`config.mk`:
```
export PLATFORM = sky130hd
export DESIGN_NAME = otbn_mont_mul_seq
export DESIGN_NICKNAME = d
export VERILOG_FILES = /design/src/rtl/otbn_mont_pkg.sv /design/src/rtl/otbn_mont_step.sv /design/src/rtl/otbn_mont_mul_seq.sv
export SDC_FILE = /design/constraint.sdc
export NUM_CORES = 1
export LEC_CHECK = 0
export CAP_MARGIN = 30
export CORE_MARGIN = 3
export CORE_UTILIZATION = 30
export DETAILED_ROUTE_END_ITERATION = 16
export PLACE_DENSITY = 0.61
export SLEW_MARGIN = 20
export SYNTH_ARGS = -nofsm -noshare
export SYNTH_HDL_FRONTEND = slang
export SYNTH_SLANG_ARGS = --single-unit
```
`constraint.sdc`:
```
create_clock -name clk_i -period 5.9 [get_ports clk_i]
set_clock_uncertainty 0.05 [all_clocks]
set_input_delay 0.885 -clock clk_i [delete_from_list [all_inputs] [get_ports clk_i]]
set_output_delay 0.885 -clock clk_i [all_outputs]
set_load 0.005 [all_outputs]
```
`src/rtl/otbn_mont_pkg.sv`:
```
`default_nettype none
// ============================================================================
// Module   : otbn_mont_pkg
// Purpose  : Shared types and sizing helpers for the sequential Montgomery
//            multiplier (otbn_mont_mul_seq / otbn_mont_step).
//            - mont_state_e : FSM state encoding (IDLE, ITER, FINAL, DONE)
//            - mont_latency : accept-to-out_valid latency in cycles
//            - mont_cnt_width : width of the ITER bit counter
// Config   : OTBN_MONT_MUL_RADIX4_EN halves the ITER phase (two steps/cycle).
// Revision : 1.0  initial release
// ============================================================================
package otbn_mont_pkg;

    typedef enum logic [1:0] {
        IDLE  = 2'd0,
        ITER  = 2'd1,
        FINAL = 2'd2,
        DONE  = 2'd3
    } mont_state_e;

    localparam int unsigned c_DATA_WIDTH = 32;

    // Accept edge is cycle 0; ITER phase, then one FINAL cycle, then DONE.
    function automatic int unsigned mont_latency(input int unsigned w);
`ifdef OTBN_MONT_MUL_RADIX4_EN
        return w / 2 + 2;
`else
        return w + 2;
`endif
    endfunction

    function automatic int unsigned mont_cnt_width(input int unsigned w);
        return $clog2(w);
    endfunction

    localparam int unsigned c_LATENCY   = mont_latency(c_DATA_WIDTH);
    localparam int unsigned c_CNT_WIDTH = mont_cnt_width(c_DATA_WIDTH);

endpackage : otbn_mont_pkg
`default_nettype wire

```
`src/rtl/otbn_mont_step.sv`:
```
`default_nettype none
// ============================================================================
// Module   : otbn_mont_step
// Purpose  : One combinational radix-2 Montgomery step:
//              t = acc + (bit ? b : 0); if t odd, t += q; acc_next = t >> 1
// Ports    : i_acc      [W:0]   running accumulator (< 2q)
//            i_bit              current multiplicand bit a[cnt]
//            i_b        [W-1:0] multiplier
//            i_q        [W-1:0] odd modulus
//            o_acc_next [W:0]   next accumulator (< 2q)
// Revision : 1.0  initial release
// ============================================================================
module otbn_mont_step #(
    parameter int unsigned DATA_WIDTH = 32
) (
    input  logic [DATA_WIDTH:0]   i_acc,
    input  logic                  i_bit,
    input  logic [DATA_WIDTH-1:0] i_b,
    input  logic [DATA_WIDTH-1:0] i_q,
    output logic [DATA_WIDTH:0]   o_acc_next
);

    // t needs W+2 bits: acc < 2q and b < q give t < 3q before the q fix-up
    // and < 4q after, while q < 2^(W-1).
    logic [DATA_WIDTH+1:0] w_sum;
    logic [DATA_WIDTH+1:0] w_sum_q;
    logic                  w_unused_lsb;

    assign w_sum   = {1'b0, i_acc} + (i_bit ? {2'b00, i_b} : '0);
    assign w_sum_q = w_sum + (w_sum[0] ? {2'b00, i_q} : '0);

    // With an odd q the fixed-up sum is always even, so the LSB is dropped.
    assign o_acc_next   = w_sum_q[DATA_WIDTH+1:1];
    assign w_unused_lsb = w_sum_q[0];

endmodule : otbn_mont_step
`default_nettype wire

```
`src/rtl/otbn_mont_mul_seq.sv`:
```
`default_nettype none
// ============================================================================
// Module   : otbn_mont_mul_seq
// Purpose  : Sequential radix-2 Montgomery multiplier,
//            res = a * b * 2^(-W) mod q, valid/ready on both sides.
// Ports    : clk_i, rst_i (sync, active-high)
//            in_valid_i / in_ready_o  : operand triple handshake
//            a_i, b_i, q_i [W-1:0]    : operands (a, b < q; q odd, < 2^(W-1))
//            out_valid_o / out_ready_i: result handshake
//            res_o [W-1:0]            : registered result, < q
//            busy_o                   : high whenever not IDLE
// Config   : OTBN_MONT_MUL_RADIX4_EN - two chained steps per ITER cycle,
//            latency W/2+2 instead of W+2; results identical.
// Revision : 1.0  initial release
// ============================================================================
module otbn_mont_mul_seq
    import otbn_mont_pkg::*;
#(
    parameter int unsigned DATA_WIDTH = 32
) (
    input  logic                  clk_i,
    input  logic                  rst_i,
    input  logic                  in_valid_i,
    output logic                  in_ready_o,
    input  logic [DATA_WIDTH-1:0] a_i,
    input  logic [DATA_WIDTH-1:0] b_i,
    input  logic [DATA_WIDTH-1:0] q_i,
    output logic                  out_valid_o,
    input  logic                  out_ready_i,
    output logic [DATA_WIDTH-1:0] res_o,
    output logic                  busy_o
);

    localparam int unsigned c_CW = mont_cnt_width(DATA_WIDTH);
`ifdef OTBN_MONT_MUL_RADIX4_EN
    localparam int unsigned c_STEP = 2;
`else
    localparam int unsigned c_STEP = 1;
`endif
    localparam logic [c_CW-1:0] c_CNT_INC  = c_CW'(c_STEP);
    localparam logic [c_CW-1:0] c_CNT_LAST = c_CW'(DATA_WIDTH - c_STEP);

    mont_state_e           r_state;
    logic [DATA_WIDTH-1:0] r_a;
    logic [DATA_WIDTH-1:0] r_b;
    logic [DATA_WIDTH-1:0] r_q;
    logic [DATA_WIDTH:0]   r_acc;
    logic [c_CW-1:0]       r_cnt;
    logic [DATA_WIDTH-1:0] r_res;
    logic                  r_in_ready;
    logic                  r_out_valid;
    logic                  r_busy;

    logic [DATA_WIDTH:0]   w_acc_s0;
    logic [DATA_WIDTH:0]   w_acc_step;
    logic                  w_acc_ge_q;
    logic [DATA_WIDTH-1:0] w_res;

    otbn_mont_step #(
        .DATA_WIDTH (DATA_WIDTH)
    ) u_step0 (
        .i_acc      (r_acc),
        .i_bit      (r_a[r_cnt]),
        .i_b        (r_b),
        .i_q        (r_q),
        .o_acc_next (w_acc_s0)
    );

`ifdef OTBN_MONT_MUL_RADIX4_EN
    logic [c_CW-1:0]     w_cnt_p1;
    logic [DATA_WIDTH:0] w_acc_s1;

    // cnt is always even here, so cnt+1 never wraps within a transaction.
    assign w_cnt_p1 = r_cnt + 1'b1;

    otbn_mont_step #(
        .DATA_WIDTH (DATA_WIDTH)
    ) u_step1 (
        .i_acc      (w_acc_s0),
        .i_bit      (r_a[w_cnt_p1]),
        .i_b        (r_b),
        .i_q        (r_q),
        .o_acc_next (w_acc_s1)
    );

    assign w_acc_step = w_acc_s1;
`else
    assign w_acc_step = w_acc_s0;
`endif

    // acc < 2q < 2^W, so the difference fits in W bits; the W-bit subtract
    // yields the exact value whenever acc >= q.
    assign w_acc_ge_q = (r_acc >= {1'b0, r_q});
    assign w_res      = w_acc_ge_q ? (r_acc[DATA_WIDTH-1:0] - r_q)
                                   : r_acc[DATA_WIDTH-1:0];

    always_ff @(posedge clk_i) begin
        if (rst_i) begin
            r_state     <= IDLE;
            r_a         <= '0;
            r_b         <= '0;
            r_q         <= '0;
            r_acc       <= '0;
            r_cnt       <= '0;
            r_res       <= '0;
            r_in_ready  <= 1'b1;
            r_out_valid <= 1'b0;
            r_busy      <= 1'b0;
        end else begin
            case (r_state)
                IDLE: begin
                    if (in_valid_i) begin
                        r_a        <= a_i;
                        r_b        <= b_i;
                        r_q        <= q_i;
                        r_acc      <= '0;
                        r_cnt      <= '0;
                        r_state    <= ITER;
                        r_in_ready <= 1'b0;
                        r_busy     <= 1'b1;
                    end
                end
                ITER: begin
                    r_acc <= w_acc_step;
                    r_cnt <= r_cnt + c_CNT_INC;
                    if (r_cnt == c_CNT_LAST) begin
                        r_state <= FINAL;
                    end
                end
                FINAL: begin
                    r_res       <= w_res;
                    r_out_valid <= 1'b1;
                    r_state     <= DONE;
                end
                DONE: begin
                    if (out_ready_i) begin
                        r_out_valid <= 1'b0;
                        r_in_ready  <= 1'b1;
                        r_busy      <= 1'b0;
                        r_state     <= IDLE;
                    end
                end
                default: begin
                    r_out_valid <= 1'b0;
                    r_in_ready  <= 1'b1;
                    r_busy      <= 1'b0;
                    r_state     <= IDLE;
                end
            endcase
        end
    end

    assign in_ready_o  = r_in_ready;
    assign out_valid_o = r_out_valid;
    assign busy_o      = r_busy;
    assign res_o       = r_res;

endmodule : otbn_mont_mul_seq
`default_nettype wire

```
==> impl_metrics.csv <==
group,metric,value,unit
status,outcome,"complete, no violations",
cts,cts.reportedPaths.clkPinSlew,70,ps
power_and_ir_drop,power.density,318.0,nW/um2
timing,timing.fmax,173.0,MHz
placement,dp_hpwl,29.02,mm
routing,route.detailed.drc,0,
synth,synth_compound_area_share,24.85,%
cts,numCtsBuffers,17,
cells_and_area,n_antenna_cell,0,
timing,hold_viol,0,
synth,synth_xor_area_share,5.063,%
floorplanning,start_util,30.60,%
routing,drt_iter0_drc,684,
global_routing,grtUsageMet3,3.417,%
synth,synthMuxAreaShare,2.558,%
cells_and_area,area.growth.synth_to_final,26.48,%
cts,hold_buffers,0,
cells_and_area,mostFrequentLayoutCells,"nand2_1 (298), a21oi_1 (181), dfxtp_1 (170)",
placement,globalplace.congestion,0.9233,
synth,synth_fa_ha_area_share,11.09,%
synth,synth_simple_gate_area_share,23.30,%
placement,placed_area,14090,um2
synth,synth_nets,1774,
synth,async_flop_share,0,%
global_routing,met1_usage,25.35,%
synth,ys.warnings.count,0,
routing,dr_total_vias,11620,
routing,routed_wl,38.01,mm
worst_setup_path,critPathKind,"flop to flop",
cells_and_area,stdcell_area,15100,um2
timing,fin_crit_sh,97.96,%
synth,netlist_instances,1570,
cells_and_area,final_common_cell,"nand2_1",
synth,dominantRegCellSynth,"dfxtp_1",
timing,period_minus_slack,5780,ps
cells_and_area,finalNetCount,1923,
cells_and_area,multi_input_area,8245,um2
floorplanning,chipHeight,205.5,um
worst_setup_path,worst_setup_path_start_kind,"flop",
timing,setup_violations,0,
cts,cts.sinks,171,
cells_and_area,drive_gt1_share,10.16,%
cts,cts_tree,"yes",
routing,drtAntennaViolNets,0,
floorplanning,die-area,42210,um2
cts,htreeDepth,4,
power_and_ir_drop,p_leak,6.195,nW
floorplanning,num_io_pins,135,
synth,ys_seq_elements,171,
cells_and_area,seqCellArea,3425,um2
worst_setup_path,cp-end-kind,"flop",
global_routing,grt.overflow.total,0,
synth,ys_seq_area_share,28.68,%
global_routing,grt_max_degree,98,
timing,slew_violations,0,
placement,io_buffers,134,
floorplanning,core_area,39010,um2
floorplanning,die_x,205.5,um
synth,synth_top_family_by_area,"compound AO/OA/AOI/OAI gates",
flow_run,maxCapViolations,0,
global_routing,gr-max-usage-layer,"met2",
global_routing,antenna_found_initial,0,
power_and_ir_drop,ir_worst_vdd,0.2136,mV
global_routing,gr-usage-all-layers,17.62,%
cts,clock_path_buffers,2,
routing,wl_per_cell,16.89,um
min_path,hp-class,"flop to flop",
worst_setup_path,critPathRequiredTime,6190,ps
timing,rsz0062_at_grt,"yes",
global_routing,grt_pass1_wl,58.78,mm
routing,first_pass_iters,6,
cts,cts_root_buf,"clkbuf_16",
worst_setup_path,r2r_slack,120,ps
synth,syn_area_per_cell,7.602,um2
global_routing,grt_pass1_vias,10970,
synth,synth_edf_count,0,
timing,worst_pin_slew,921.6,ps
routing,viasPerCell,5.164,
cells_and_area,fillers,4053,
timing,whs,400.4,ps
timing,maxSlewHeadroom,38.56,%
cts,clk_latency,450,ps
floorplanning,core.rowCount,72,
worst_setup_path,critPathMaxFanout,4,
synth,yosys.cell_types.count,75,
worst_setup_path,arrival,6070,ps
global_routing,met2_usage,27.13,%
synth,syn-cell-area,11940,um2
[worst max-delay path, stage by stage (launching register included)]
cell      delay, ps
dfxtp_2         350
buf_6           120
mux4_2          500
mux4_2          520
mux2i_4         240
nand2b_4        170
inv_1            60
ha_4            220
a211o_1         340
a21oi_2         190
o21ai_2         100
a31oi_4         230
o21bai_4         90
a211o_1         280
a21oi_2         160
o21bai_1        100
xor2_1          150
ha_1            320
a21o_1          170
a21o_1          180
a21oi_2         130
nand2_1          60
or3_4           330
a41o_1          250
a221oi_2        270
nand3_1          90
[per-stage QoR]
stage	cells	utilization (%)	setup slack [ps]	total power, W	setup TNS (ps)
final	2250	38.70	120.4	0.004800	0
after global routing	2250	38.70	-181.2	0.005118	-816.0
after CTS	2239	37.91	6.031	0.004799	0
after detailed placement	2204	36.12	-98.95	0.003565	-336.2
after global placement	2203	36.05	21.99	0.003520	0
after floorplan	1570	-	18.55	0.002844	0
[power breakdown]
| group | total (W) | internal (W) | switching [W] |
|---|---|---|---|
| Combinational | 0.00204 | 0.000842 | 0.00120 |
| Clock | 0.00122 | 0.000713 | 0.000504 |
| Sequential | 0.00154 | 0.00137 | 0.000169 |
[kinds of logic after synthesis]
family / after synthesis
AOI/OAI and AO/OA: 454
xor gates and xnor gates: 69
adders and majority gates: 104
buffers and inverters: 136
DFF: 171
muxes: 18
and+or+nand+nor: 618
[registers in the layout (all words and copies together) (netlist names)]
signal,count
r_acc,33
r_a,32
r_b,32
r_q,32
res_o,32
r_cnt,5
r_state,2
busy_o,1
in_ready_o,1
out_valid_o,1
[worst paths after layout]
| path | startpoint | to | depth (start not counted) |
|---|---|---|---|
| worst max-delay path | r_cnt[0] | r_acc[31] | 25 |
| worst min-delay path | r_b[15] | r_b[15] | 2 |
| worst max register to register | r_cnt[0] | r_acc[31] | 25 |
| worst min register to register | r_b[15] | r_b[15] | 2 |
[area by class of cell]
class | count | share of cell area [%]
repair buffers | 200 | 12.62
well taps | 518 | 4.293
flip-flops and latches | 171 | 22.69
inverters | 66 | 1.641
clock buffers | 19 | 2.868
multi-input cells | 1263 | 54.62
clock inverters | 13 | 1.276
[cells in the mapped netlist (all sizes together) (7+ instances only)]
library cell,number,area share [%]
a211oi,11,0.73
a21o,44,2.8
a21oi,195,8.2
a22oi,26,1.6
a311oi,21,1.8
a31oi,13,0.86
and2,40,2.1
and3,23,1.2
buf,15,0.65
clkbuf,55,1.7
dfxtp,171,29
ha,101,11
inv,65,2.0
mux2i,8,0.67
mux4,10,1.9
nand2,299,9.4
nand2b,13,0.68
nand3,34,1.4
nand4,10,0.52
nor2,121,3.8
nor2b,41,2.1
nor3,13,0.55
o211ai,17,1.1
o21a,16,1.0
o21ai,50,2.2
o21bai,9,0.57
or3,7,0.37
xnor2,55,4.0
xor2,14,1.0
[layer usage]
metal / share of wire (%) / vias to the layer above
li1: - / 5860
met5: 0 / -
met3: 6.0 / 34
met1: 49 / 5404
met4: 1.4 / 0
met2: 43 / 320
[what timing repair did]
action	CTS	global route
pin swaps	5	36
resized for setup	15	42
cloned	1	0
setup endpoints to repair	7	14
buffers inserted	2	8
Note: power is estimated with default switching activity, not from simulation.
